===== src/rtl/lsu_pkg.sv =====
// Shared types and decode helpers for the load/store unit.
//   F3_*        : RV32I load/store funct3 encodings
//   lsu_state_t : control FSM states
package lsu_pkg;

    localparam logic [2:0] F3_B  = 3'b000;
    localparam logic [2:0] F3_H  = 3'b001;
    localparam logic [2:0] F3_W  = 3'b010;
    localparam logic [2:0] F3_BU = 3'b100;
    localparam logic [2:0] F3_HU = 3'b101;

    typedef enum logic [1:0] {
        IDLE        = 2'd0,
        LOAD_WAIT   = 2'd1,
        STORE_MERGE = 2'd2
    } lsu_state_t;

    // Reserved encodings, plus unsigned variants which have no store form.
    function automatic logic lsu_illegal(input logic we, input logic [2:0] f3);
        return (f3 == 3'b011) || (f3 == 3'b110) || (f3 == 3'b111) || (we && f3[2]);
    endfunction

    function automatic logic lsu_misaligned(input logic [2:0] f3, input logic [1:0] lo);
        return (((f3 == F3_H) || (f3 == F3_HU)) && lo[0]) || ((f3 == F3_W) && (lo != 2'b00));
    endfunction

endpackage


===== src/rtl/lsu_align.sv =====
// Byte-lane alignment for the load/store unit (purely combinational).
//   offset     : byte offset within the 32-bit word
//   funct3     : RV32I load/store funct3
//   word       : word read from RAM
//   sdata      : store data, byte/half in the LSBs
//   load_val   : extracted and sign/zero-extended load result
//   store_word : word with the target byte/half replaced by sdata
module lsu_align
    import lsu_pkg::*;
(
    input  logic [1:0]  offset,
    input  logic [2:0]  funct3,
    input  logic [31:0] word,
    input  logic [31:0] sdata,
    output logic [31:0] load_val,
    output logic [31:0] store_word
);

    logic [7:0]  byte_sel;
    logic [15:0] half_sel;
    logic [4:0]  byte_sh;
    logic [4:0]  half_sh;

    // Little-endian lanes: offset n lives at bits [8n+7:8n].
    always_comb begin
        byte_sh  = {offset, 3'b000};
        half_sh  = {offset[1], 4'b0000};
        byte_sel = 8'(word >> byte_sh);
        half_sel = 16'(word >> half_sh);
        load_val = word;
        case (funct3)
            F3_B:    load_val = {{24{byte_sel[7]}}, byte_sel};
            F3_BU:   load_val = {24'b0, byte_sel};
            F3_H:    load_val = {{16{half_sel[15]}}, half_sel};
            F3_HU:   load_val = {16'b0, half_sel};
            default: load_val = word;
        endcase
    end

    // Read-modify-write merge for sub-word stores.
    always_comb begin
        store_word = sdata;
        case (funct3[1:0])
            2'b00:   store_word = (word & ~(32'h0000_00FF << byte_sh))
                                | ({24'b0, sdata[7:0]} << byte_sh);
            2'b01:   store_word = (word & ~(32'h0000_FFFF << half_sh))
                                | ({16'b0, sdata[15:0]} << half_sh);
            default: store_word = sdata;
        endcase
    end

endmodule


===== src/rtl/load_store_unit.sv =====
// RV32I load/store unit in front of a 1-cycle synchronous word RAM.
//   req_*     : one load/store request at a time (valid/ready)
//   rsp_*     : one-cycle response pulse with error flag and load data
//   ram_*     : word-addressed RAM strobes, driven in the cycle they apply
// Sub-word stores are done as read-modify-write over two cycles.
module load_store_unit
    import lsu_pkg::*;
#(
    parameter  int unsigned MEM_DEPTH  = 256,
    localparam int unsigned ADDR_WIDTH = $clog2(MEM_DEPTH)
) (
    input  logic                  clk,
    input  logic                  rst,
    input  logic                  req_valid,
    output logic                  req_ready,
    input  logic                  req_we,
    input  logic [2:0]            req_funct3,
    input  logic [31:0]           req_addr,
    input  logic [31:0]           req_wdata,
    output logic                  rsp_valid,
    output logic                  rsp_err,
    output logic [31:0]           rsp_rdata,
    output logic                  ram_wen,
    output logic                  ram_ren,
    output logic [ADDR_WIDTH-1:0] ram_waddr,
    output logic [ADDR_WIDTH-1:0] ram_raddr,
    output logic [31:0]           ram_wdata,
    input  logic [31:0]           ram_rdata
);

    lsu_state_t            state_q, state_d;
    logic [1:0]            off_q, off_d;
    logic [2:0]            f3_q, f3_d;
    logic [ADDR_WIDTH-1:0] waddr_q, waddr_d;
    logic [31:0]           wdata_q, wdata_d;
    logic                  rsp_valid_q, rsp_valid_d;
    logic                  rsp_err_q, rsp_err_d;
    logic [31:0]           rsp_rdata_q, rsp_rdata_d;

    logic                  accept;
    logic                  req_err;
    logic                  req_sw;
    logic [ADDR_WIDTH-1:0] req_word;
    logic [31:0]           load_val;
    logic [31:0]           store_word;

    // Upper address bits alias onto the RAM; they are intentionally dropped.
    logic                  unused_addr;
    assign unused_addr = ^req_addr[31:ADDR_WIDTH+2];

    assign req_ready = (state_q == IDLE);
    assign accept    = req_valid && req_ready;
    assign req_word  = req_addr[ADDR_WIDTH+1:2];
    assign req_err   = lsu_illegal(req_we, req_funct3) || lsu_misaligned(req_funct3, req_addr[1:0]);
    assign req_sw    = req_we && (req_funct3 == F3_W);

    assign rsp_valid = rsp_valid_q;
    assign rsp_err   = rsp_err_q;
    assign rsp_rdata = rsp_rdata_q;

    lsu_align u_align (
        .offset     (off_q),
        .funct3     (f3_q),
        .word       (ram_rdata),
        .sdata      (wdata_q),
        .load_val   (load_val),
        .store_word (store_word)
    );

    // State and request-context registers.
    always_ff @(posedge clk) begin
        if (rst) begin
            state_q     <= IDLE;
            off_q       <= '0;
            f3_q        <= '0;
            waddr_q     <= '0;
            wdata_q     <= '0;
            rsp_valid_q <= 1'b0;
            rsp_err_q   <= 1'b0;
            rsp_rdata_q <= '0;
        end else begin
            state_q     <= state_d;
            off_q       <= off_d;
            f3_q        <= f3_d;
            waddr_q     <= waddr_d;
            wdata_q     <= wdata_d;
            rsp_valid_q <= rsp_valid_d;
            rsp_err_q   <= rsp_err_d;
            rsp_rdata_q <= rsp_rdata_d;
        end
    end

    // Next-state logic; full-word stores and errors complete from IDLE.
    always_comb begin
        state_d = state_q;
        off_d   = off_q;
        f3_d    = f3_q;
        waddr_d = waddr_q;
        wdata_d = wdata_q;
        case (state_q)
            IDLE: begin
                if (accept) begin
                    off_d   = req_addr[1:0];
                    f3_d    = req_funct3;
                    waddr_d = req_word;
                    wdata_d = req_wdata;
                    if (!req_err && !req_sw) begin
                        state_d = req_we ? STORE_MERGE : LOAD_WAIT;
                    end
                end
            end
            LOAD_WAIT:   state_d = IDLE;
            STORE_MERGE: state_d = IDLE;
            default:     state_d = IDLE;
        endcase
    end

    // RAM strobes (same cycle) and next response values.
    always_comb begin
        ram_ren     = 1'b0;
        ram_wen     = 1'b0;
        ram_raddr   = req_word;
        ram_waddr   = req_word;
        ram_wdata   = req_wdata;
        rsp_valid_d = 1'b0;
        rsp_err_d   = 1'b0;
        rsp_rdata_d = '0;
        case (state_q)
            IDLE: begin
                if (accept) begin
                    if (req_err) begin
                        rsp_valid_d = 1'b1;
                        rsp_err_d   = 1'b1;
                    end else if (req_sw) begin
                        ram_wen     = 1'b1;
                        rsp_valid_d = 1'b1;
                    end else begin
                        ram_ren = 1'b1;
                    end
                end
            end
            LOAD_WAIT: begin
                rsp_valid_d = 1'b1;
                rsp_rdata_d = load_val;
            end
            STORE_MERGE: begin
                ram_wen     = 1'b1;
                ram_waddr   = waddr_q;
                ram_wdata   = store_word;
                rsp_valid_d = 1'b1;
            end
            default: ;
        endcase
        // No RAM side effects while reset is held, even mid-RMW.
        if (rst) begin
            ram_ren = 1'b0;
            ram_wen = 1'b0;
        end
    end

endmodule


===== config.mk =====
export PLATFORM = sky130hd
export DESIGN_NAME = load_store_unit
export DESIGN_NICKNAME = d
export VERILOG_FILES = /design/src/rtl/lsu_pkg.sv /design/src/rtl/lsu_align.sv /design/src/rtl/load_store_unit.sv
export SDC_FILE = /design/constraint.sdc
export NUM_CORES = 1
export LEC_CHECK = 0
export CORE_UTILIZATION = 46
export CTS_CLUSTER_SIZE = 10
export DETAILED_ROUTE_END_ITERATION = 7
export GPL_TIMING_DRIVEN = 0
export PLACE_DENSITY = 0.88
export SYNTH_ARGS = -nofsm -noshare
export SYNTH_HDL_FRONTEND = slang
export SYNTH_SLANG_ARGS = --single-unit

===== constraint.sdc =====
create_clock -name clk -period 3.6 [get_ports clk]
set_clock_uncertainty 0.15 [all_clocks]
set_input_delay 1.08 -clock clk [delete_from_list [all_inputs] [get_ports clk]]
set_output_delay 1.08 -clock clk [all_outputs]
set_load 0.005 [all_outputs]

==> impl_metrics.csv <==
group,metric,value,unit
outcome,run_status,"finished, violations left",
outcome,failed_checks,"DRC",
critical_path,critical_path_buffers_and_inverters,2,
final_layout,layout_commonest_cell,"sky130_fd_sc_hd__nand2_1",
placed_design,hpwl,11900,um
routing,detail_route.iter0.violations,368,
critical_path,critical_path_class,"in2out",
clock_tree,cts_num_sinks,81,
synthesis,synth-seq-area-share,38.3,%
final_layout,share_of_cells_above_drive_strength_1,14.0,%
power,peakVddDrop,0.207,mV
synthesis,synth-edff-count,0,
clock_tree,tritoncts,"built",
min_path,min_delay_path_depth,2,
routing,wl_met2,7600,um
die,fp.dieH,98.0,um
synthesis,postSynthCellCount,564,
routing,num_vias,4990,
clock_tree,clock_tree.buffer_depth,2,
synthesis,synthesis.area,4240,um2
routing,wl_per_cell,18.4,um
critical_path,cp_slowest_cell,"sky130_fd_sc_hd__clkdlybuf4s50_1",
power,power-per-cell-area,354,nW/um2
critical_path,reg2reg_path_depth,7,
synthesis,synth.net_count,671,
timing,rsz0062_at_grt,"true",
timing,post-route-period-util,99.4,%
synthesis,synth_cell_type_count,39,
synthesis,syn_area_per_cell,7.51,um2
timing,final_period_minus_worst_setup_slack,3580,ps
grt,grt_overflow,0,
routing,post_detailed_route_count_of_antenna_violating_nets,0,
critical_path,cp_data_required_time,2370,ps
final_layout,area.sequential,1620,um2
routing,drc,11,
routing,wl_met3,1270,um
die,top_level_ports,188,
final_layout,diodes,0,
grt,antenna_found_initial,0,
timing,clock.fmax,0.279,GHz
critical_path,critical_path_depth,4,
final_layout,most_frequent_cells_in_the_layout,"sky130_fd_sc_hd__nand2_1, sky130_fd_sc_hd__clkdlybuf4s50_1, sky130_fd_sc_hd__a21oi_1",
placed_design,gp_congestion,0.886,
routing,detail_route.wirelength,15800,um
critical_path,crit_path_end_kind,"primary output",
placed_design,io_buffer_count,164,
grt,grt_max_degree,15,
timing,fin_worst_hold_slack,310,ps
die,start_util,48.1,%
clock_tree,clkSlewWorstSetupHoldPaths,90,ps
critical_path,crit_path_max_incr_delay,470,ps
job,timing.max_cap.violations,0,
clock_tree,postCtsHoldBufs,0,
die,design.die.area,9600,um2
routing,number_of_vias_per_cell_after_detailed_routing,5.83,
final_layout,area_of_combinational_cells_with_multiple_inputs,2430,um2
timing,maxSlewViolCount,0,
clock_tree,cts.root.buffer_cell,"sky130_fd_sc_hd__clkbuf_8",
grt,grt.total_usage,32.2,%
critical_path,setup.worst_path.start_class,"input pin",
routing,drtPass1Iterations,7,
synthesis,asyncSetResetFlopFracSynth,0,%
critical_path,critPathArrivalTime,2350,ps
synthesis,synth_ff_type,"sky130_fd_sc_hd__dfxtp_1",
timing,worstMarginPinSlew,680,ps
routing,met1Wirelength,6620,um
routing,highest-signal-layer,"met4",
critical_path,critical_path.max_fanout,3,
timing,final-setup-viol-count,0,
final_layout,area_growth_syn_to_layout,52.0,%
grt,grt_first_pass_wirelength,24400,um
clock_tree,htree_num_levels,3,
timing,final.setup.tns,0,ps
critical_path,crit_path_cell_trace,"dlygate4sd2_1, a221oi_2, o22ai_1, clkdlybuf4s50_1",
min_path,timing.hold.worst.class,"reg2reg",
final_layout,fill_cells,687,
die,core_region_area,8810,um2
final_layout,num-nets-final,850,
final_layout,final_cell_area,6440,um2
critical_path,cp_top_family,"buffers and inverters",
synthesis,synth_warnings,0,
power,p_leak,2.62,nW
die,core.rowCount,34,
grt,grt_pass1_vias,4772,
clock_tree,clk-insertion-delay-late,360,ps
synthesis,synth-seq-cells,81,
placed_design,dpl_cell_area,6010,um2
timing,hold_violations,0,
timing,timing.slew.headroom,54.6,%
clock_tree,numCtsBuffers,9,
die,die-width,98.0,um
## path summary, 6_finish.rpt
kind	from	slack [ps]	endpoint
worst max-delay path	ram_rdata[26]	20	ram_wdata[26]
worst min-delay path	waddr_q[3]	310	waddr_q[3]
worst max register to register	state_q[0]	1330	f3_q[0]
worst min register to register	waddr_q[3]	310	waddr_q[3]
## flip-flops by register name, summed over array words and instances, names as in the netlist
signal and flops:
f3_q 3, wdata_q 32, off_q 2, state_q 2
waddr_q 8, rsp_err 1, rsp_rdata 32, rsp_valid 1
## timing repair
item                       4_1_cts  5_1_grt
gates resized for setup         92       44
pin swaps                       32       16
setup endpoints to repair       36       30
hold endpoints to repair         0        0
buffers inserted                 2        4
## cell usage after synthesis (2+ instances only)
| library cell | n | area share (%) |
|---|---|---|
| sky130_fd_sc_hd__o21ai_0 | 26 | 3.1 |
| sky130_fd_sc_hd__a222oi_1 | 8 | 1.9 |
| sky130_fd_sc_hd__buf_2 | 3 | 0.35 |
| sky130_fd_sc_hd__buf_4 | 8 | 1.4 |
| sky130_fd_sc_hd__nor2b_1 | 2 | 0.30 |
| sky130_fd_sc_hd__nor3_1 | 12 | 1.4 |
| sky130_fd_sc_hd__a211oi_1 | 8 | 1.4 |
| sky130_fd_sc_hd__buf_6 | 2 | 0.53 |
| sky130_fd_sc_hd__nand3_1 | 2 | 0.24 |
| sky130_fd_sc_hd__inv_1 | 29 | 2.6 |
| sky130_fd_sc_hd__and3_1 | 10 | 1.5 |
| sky130_fd_sc_hd__buf_1 | 5 | 0.44 |
| sky130_fd_sc_hd__mux2_2 | 17 | 4.5 |
| sky130_fd_sc_hd__dfxtp_1 | 81 | 38 |
| sky130_fd_sc_hd__o22ai_1 | 22 | 3.2 |
| sky130_fd_sc_hd__clkbuf_1 | 38 | 3.4 |
| sky130_fd_sc_hd__a21oi_1 | 83 | 9.8 |
| sky130_fd_sc_hd__ha_1 | 4 | 1.2 |
| sky130_fd_sc_hd__a22o_1 | 9 | 1.9 |
| sky130_fd_sc_hd__nand2b_1 | 2 | 0.30 |
| sky130_fd_sc_hd__a221oi_1 | 15 | 3.1 |
| sky130_fd_sc_hd__nor2_1 | 28 | 2.5 |
| sky130_fd_sc_hd__mux2i_1 | 9 | 2.1 |
| sky130_fd_sc_hd__nand2_1 | 126 | 11 |
## metal layers
metal	vias up	GRT usage, %
met3	26	4.44
li1	2325	-
met4	0	13.3
met1	2366	42.0
met5	-	0
met2	273	53.6
## worst min-delay path: cells and delay by family (launching register included)
kind / cells / cell delay (ps)
DFF: 1 / 320
AOI/OAI and AO/OA: 1 / 50
and+or+nand+nor: 1 / 50
## through the flow
stage	std cells	setup slack [ps]	util, %	total power, mW
finish	856	20.2	73.2	2.28
global route	856	0.768	73.2	2.36
CTS	852	-78.4	72.2	2.26
detailed placement	836	-589	68.3	1.57
global placement	836	-533	68.3	1.55
floorplan	564	596	-	1.26
## kinds of logic (layout without fill, tap and decap cells)
family / after synthesis / in the layout / share of synthesized area (%)
and+or+nand+nor: 187 / 187 / 18.2
DFF: 81 / 81 / 38.3
adders and majority gates: 4 / 4 / 1.18
buffers and inverters: 85 / 269 / 8.68
AOI/OAI and AO/OA: 180 / 180 / 26.5
muxes: 27 / 27 / 7.17
## layout make-up
| type | instances | share of cell area [%] |
|---|---|---|
| Tap cell | 108 | 2.10 |
| Sequential cell | 81 | 25.2 |
| Inverter | 29 | 1.69 |
| Clock buffer | 10 | 2.14 |
| Clock inverter | 6 | 1.05 |
| Multi-Input combinational cell | 398 | 37.8 |
| Timing Repair Buffer | 170 | 25.3 |
| Buffer | 54 | 4.72 |
## report_power, final
part	switching [mW]	leakage, nW	internal (mW)
clock	0.357	0.0985	0.341
sequential	0.0311	0.662	0.940
combinational	0.318	1.86	0.296
total	0.706	2.62	1.58
Note: power is estimated with default switching activity, not from simulation.
